### config.mk
export PLATFORM = sky130hd
export DESIGN_NAME = piso_dir_tx
export DESIGN_NICKNAME = d
export VERILOG_FILES = /design/src/rtl/piso_dir_tx.sv
export SDC_FILE = /design/constraint.sdc
export NUM_CORES = 1
export LEC_CHECK = 0
export CAP_MARGIN = 20
export CORE_AREA = 3 3 40 42
export DETAILED_ROUTE_END_ITERATION = 10
export DIE_AREA = 0 0 43 45
export PLACE_DENSITY_LB_ADDON = 0.3
export RECOVER_POWER = 100
export SYNTH_ARGS = -nofsm -noshare
export SYNTH_HDL_FRONTEND = slang
export SYNTH_SLANG_ARGS = --single-unit
export TNS_END_PERCENT = 50
### constraint.sdc
create_clock -name clock -period 2.3 [get_ports clock]
set_clock_uncertainty 0.2 [all_clocks]
set_input_delay 0.46 -clock clock [delete_from_list [all_inputs] [get_ports clock]]
set_output_delay 0.46 -clock clock [all_outputs]
set_load 0.05 [all_outputs]
### src/rtl/piso_dir_tx.sv
// Parallel-in, serial-out transmitter with per-frame shift direction,
// valid/ready word loading, bit-rate enable pacing and back-to-back frames.
module piso_dir_tx #(
  parameter int WIDTH = 4
) (
  input  logic             clock,
  input  logic             reset,
  input  logic             shift_en,
  input  logic             load_valid,
  output logic             load_ready,
  input  logic [WIDTH-1:0] data_in,
  input  logic             dir,
  output logic             serial_out,
  output logic             serial_valid,
  output logic             last,
  output logic             busy
);

  localparam int CNT_W = $clog2(WIDTH);
  localparam logic [CNT_W-1:0] CNT_MAX = CNT_W'(WIDTH - 1);

  typedef enum logic {
    IDLE,
    SHIFT
  } state_t;

  state_t           state_q;
  logic [WIDTH-1:0] sreg_q;
  logic [CNT_W-1:0] cnt_q;
  logic             dir_q;
  logic             cnt_zero;

  assign cnt_zero = (cnt_q == '0);

  // The final-bit edge of a frame doubles as the acceptance edge of the
  // next word, which is what makes gapless back-to-back frames possible.
  assign load_ready = (state_q == IDLE) || (cnt_zero && shift_en);

  // NOTE: all state updates use non-blocking assignments so every register
  // samples the pre-edge values and the update order inside the block is irrelevant.
  always_ff @(posedge clock) begin
    if (reset) begin
      state_q <= IDLE;
      sreg_q  <= '0;
      cnt_q   <= '0;
      dir_q   <= 1'b0;
    end else begin
      case (state_q)
        IDLE: begin
          if (load_valid) begin
            state_q <= SHIFT;
            sreg_q  <= data_in;
            dir_q   <= dir;
            cnt_q   <= CNT_MAX;
          end
        end
        SHIFT: begin
          if (shift_en) begin
            if (!cnt_zero) begin
              sreg_q <= dir_q ? {1'b0, sreg_q[WIDTH-1:1]} : {sreg_q[WIDTH-2:0], 1'b0};
              cnt_q  <= cnt_q - CNT_W'(1);
            end else if (load_valid) begin
              sreg_q <= data_in;
              dir_q  <= dir;
              cnt_q  <= CNT_MAX;
            end else begin
              state_q <= IDLE;
              sreg_q  <= '0;
            end
          end
        end
        default: state_q <= IDLE;
      endcase
    end
  end

  // Serial-side outputs are pure decodes of registered state.
  assign serial_valid = (state_q == SHIFT);
  assign busy         = serial_valid;
  assign last         = serial_valid && cnt_zero;
  assign serial_out   = serial_valid && (dir_q ? sreg_q[0] : sreg_q[WIDTH-1]);

endmodule
* Yosys cells after proc, flatten, opt, wreduce, memory -nomap -nowiden
Cells that the tools add are included.
Storage, ports and cells: register bits after elaboration 8, input bits 9, output and inout port bits 5, word-level logic and storage cells 35
Cells by class: $add $sub $neg 1, equality and inequality tests 3, muxes and demuxes 19, bitwise gates (word level) 1, reduce and logical (&&, ||, !) cells 7
Operators by type and width (count):
- $mux 4 | 5
- $pmux 4 s2 | 1
- $mux 1 | 7
- $mux 2 | 3
- $ne 2x2->1 const B | 2
- $pmux 1 s2 | 2
- $pmux 2 s2 | 1
- $reduce_and 2->1 | 2
- $logic_and 1x1->1 | 3
- $logic_not 2->1 | 1
- $ne 2x1->1 const B | 1
- $sub 2x1->2 const B | 1
- $logic_or 1x1->1 | 1
- $not 1->1 | 1

* Longest topological paths before layout
depth in word-level cells 4, gate-level depth with buffers 4, depth with buffers taken out 3

* Least setup slack after synthesis
OpenSTA, ideal clock, no wires.
kind register to output, start register state_q, in the netlist busy, end output last, arrival time 2023 ps, required time 1640 ps, setup slack -383 ps, cell stages (with the launch flop) 4, path buffers 1, cells stage by stage dfxtp_1 > buf_4 > inv_1 > nor3_1
On the way: cells in the longest elaborated chain, start to end 1
RTL lines:
- start, declared | RTL line 27 | state_t state_q;
- start signal, assigned | RTL line 43 | state_q <= IDLE;
- start signal, assigned | RTL line 51 | state_q <= SHIFT;
- start signal, assigned | RTL line 67 | state_q <= IDLE;
- $logic_and 1x1->1 | RTL line 80 | assign last = serial_valid && cnt_zero;
- end, declared | RTL line 15 | output logic last,
No other way between the ends.

* Worst setup path after layout
start input shift_en, end output load_ready
On the way: cells in the longest elaborated chain, start to end 2
RTL lines:
- start, declared | RTL line 8 | input logic shift_en,
- $logic_and 1x1->1 | RTL line 37 | assign load_ready = (state_q == IDLE) || (cnt_zero && shift_en);
- $logic_or 1x1->1 | RTL line 37
- end, declared | RTL line 10 | output logic load_ready,
No other way between the ends.

==> parameters.txt <==
Parameter                              Value

Synth
  Share of Yosys cell area claimed by the top area cell type    0.343
  Largest family of logic cells by synthesized area    compound AO/OA/AOI/OAI gates
  Post-synthesis sequential element count    8
  Synthesized netlist cell count    52
  Net count after synthesis    61
  Simple-gate share of the synthesized area    0.201
  Post-synthesis instance area    467 um2
  Sequential cell area fraction in the yosys report    0.343
  Compound-gate portion of the synthesized area    0.257
  Top cell type by total area after synthesis    sky130_fd_sc_hd__dfxtp_1
  Yosys warnings    0
  Post-Synthesis Mean Instance Area    8.97 um2
  Portion of netlist area occupied by mux cells    0.123
  Distinct cells, synth    26
  Area share of fa/ha/maj cells after synthesis    0
  Top area cells in the synthesized netlist    sky130_fd_sc_hd__dfxtp_1, sky130_fd_sc_hd__a311oi_1, sky130_fd_sc_hd__o21ai_0
  Synthesized-area fraction occupied by xor and xnor cells    0.0188

Timing
  Final-report max-slew violation count    0
  Hold Vio Cnt, Final    0
  Final setup TNS    0 ns
  Final setup viols    0
  Worst slack on hold paths    0.315 ns
  Relative slew slack    0.604
  Maximum frequency from static timing analysis    0.450 GHz
  Period utilisation layout    0.967
  Final Critical Period    2.22 ns
  Transition at the pin with the smallest max-transition slack    0.596 ns
  RSZ-0062 raised after global routing    false

Critical path
  Critical path required time    1.64 ns
  Cell family contributing the most delay on the critical path    buffers and inverters
  Worst setup slack for register-to-register paths    0.75 ns
  Critical path arrival    1.56 ns
  Highest cell delay on the worst timing path    0.47 ns
  Element type at the critical path start    input pin
  Critical path buffers and inverters    2
  Maximum fanout encountered on the critical timing path    3
  Worst path cell trace    clkdlybuf4s50_1, or3b_4, nand2_2, buf_12
  Crit path kind    input pin to output pin
  Critical path's slowest cell    sky130_fd_sc_hd__clkdlybuf4s50_1
  Crit path capture type    output pin

CTS
  Clock latency reported for the late side of the worst-skew pair    0.25 ns
  Clock-pin slew on the worst setup and hold paths    0.06 ns
  # resized after CTS    0
  Number of hold buffers added after cts    0
  Clock Path Buffers    2
  TritonCTS clock tree    done
  CTS H-Tree Depth    1
  Clock Tree Root    sky130_fd_sc_hd__clkbuf_4
  Post-CTS setup-driven buffer insertion count    0
  Number of buffers created by CTS    3
  # clock sinks    8

Global routing
  Gr ovfl total    0
  Number of antenna violations at the first check in global routing    0
  Global-route wire length before repair    1.75 mm
  Pin count of the biggest net entering global routing    12
  Vias in the first global route    396
  GRT Total Usage    0.125

Floorplan
  Height of the die    45 um
  Top-Level Pins    14
  Site row count    13
  Die ar.    1940 um2
  Die Width    43 um
  Core footprint    1280 um2
  Starting Density    0.363

Final layout
  Area growth from synthesis to final layout    37.8%
  Share of layout cells above drive strength 1    0.224
  Diodes inserted    0
  Final layout net count    78
  Most used cells in the layout excluding fill and tap cells    sky130_fd_sc_hd__dfxtp_1, sky130_fd_sc_hd__clkdlybuf4s50_1, sky130_fd_sc_hd__nor2_1, sky130_fd_sc_hd__o21ai_0
  Most common cell after layout, fill and taps aside    sky130_fd_sc_hd__dfxtp_1
  Count of non-filler cells in the finished layout    82

Drt
  Antenna viol nets, final    0
  Iteration count of the initial detailed-routing pass    4
  Final routed wirelength across all metal layers    1.01 mm
  Number of DRC violations after detailed routing    0
  Total number of vias    433
  Routed wirelength normalized by instance count    12.3 um
  Drt first-iter violations    9
  Vias per std cell    5.28

Placement
  Routability congestion estimate from global placement    0.675
  Count of input and output buffers    13
  Number of placed cells counting well taps    79
  HPWL after detailed placement    744 um

Pwr
  Cell leakage power    0.237 nW
  Power Dens Cells    607 nW/um2
  VDD IR-drop max    0.000335 V

Run
  Number of maximum-capacitance constraint violations    0

Min path
  Worst hold path class    register to register

Run status
  Outcome    completed
-- flip-flops by register name (all words and copies together), names as in the netlist --
| name | flops |
|---|---|
| busy | 1 |
| cnt_q | 2 |
| dir_q | 1 |
| sreg_q | 4 |
-- synthesized netlist by cell type --
cell and count:
sky130_fd_sc_hd__a211oi_1 2, sky130_fd_sc_hd__a21boi_1 1, sky130_fd_sc_hd__a21boi_2 1, sky130_fd_sc_hd__a21oi_1 1, sky130_fd_sc_hd__a311oi_1 3, sky130_fd_sc_hd__a311oi_2 1, sky130_fd_sc_hd__a31oi_1 1, sky130_fd_sc_hd__buf_1 1
sky130_fd_sc_hd__buf_4 2, sky130_fd_sc_hd__dfxtp_1 8, sky130_fd_sc_hd__inv_1 2, sky130_fd_sc_hd__mux2_2 2, sky130_fd_sc_hd__mux2_4 1, sky130_fd_sc_hd__mux2i_1 2, sky130_fd_sc_hd__nand2_1 3, sky130_fd_sc_hd__nand2b_1 2
sky130_fd_sc_hd__nand3_1 1, sky130_fd_sc_hd__nand3b_1 1, sky130_fd_sc_hd__nor2_1 6, sky130_fd_sc_hd__nor2b_1 1, sky130_fd_sc_hd__nor3_1 1, sky130_fd_sc_hd__nor3b_2 1, sky130_fd_sc_hd__o21a_2 1, sky130_fd_sc_hd__o21ai_0 5
sky130_fd_sc_hd__or3b_4 1, sky130_fd_sc_hd__xnor2_1 1
-- cells by family (layout without fill, tap and decap cells) --
kind of cell	after synthesis	count (layout)
multiplexers	5	5
buffers and inverters	5	20
AO/OA/AOI/OAI	16	16
AND/OR/NAND/NOR	17	17
flip-flops	8	8
XOR/XNOR	1	1
-- routing by layer --
layer | part of all wire | GRT usage | up-vias
li1 | - | - | 219
met4 | 0.022 | 0.108 | 0
met5 | 0 | 0 | -
met2 | 0.45 | 0.180 | 14
met3 | 0.062 | 0.0279 | 4
met1 | 0.47 | 0.156 | 196
-- cell type report --
type	count	area, um2
Sequential cell	8	160
Inverter	2	7.51
Tap cell	15	18.8
Timing Repair Buffer	15	160
Multi-Input combinational cell	39	274
Fill cell	132	642
Clock buffer	3	22.5
-- power breakdown --
group / switching, W / internal (W) / leakage, nW
logic: 0.0000599 / 0.0000556 / 0.156
registers: 0.0000132 / 0.000151 / 0.0665
clock network: 0.0000508 / 0.0000599 / 0.0138
-- metrics by stage --
stage	setup slack, ns	utilization	total power (W)	area [um2]
after global routing	0.0374	0.500	0.000410	643
after floorplan	-0.00615	-	0.000243	472
after global placement	0.0543	0.500	0.000288	642
after CTS	0.0345	0.517	0.000402	664
final	0.0767	0.500	0.000391	643
after detailed placement	0.0345	0.500	0.000289	642
-- worst paths after layout --
check	startpoint	end	cells past startpoint
max	shift_en	load_ready	4
min	sreg_q[2]	sreg_q[2]	2
max reg2reg	cnt_q[1]	dir_q	3
min reg2reg	sreg_q[2]	sreg_q[2]	2
-- tightest hold or removal path, cell delays in order (launching register included) --
cell and delay [ns]:
sky130_fd_sc_hd__dfxtp_1 0.32, sky130_fd_sc_hd__nor2_1 0.10, sky130_fd_sc_hd__a311oi_1 0.05
Power figures use the tool's default switching activity.
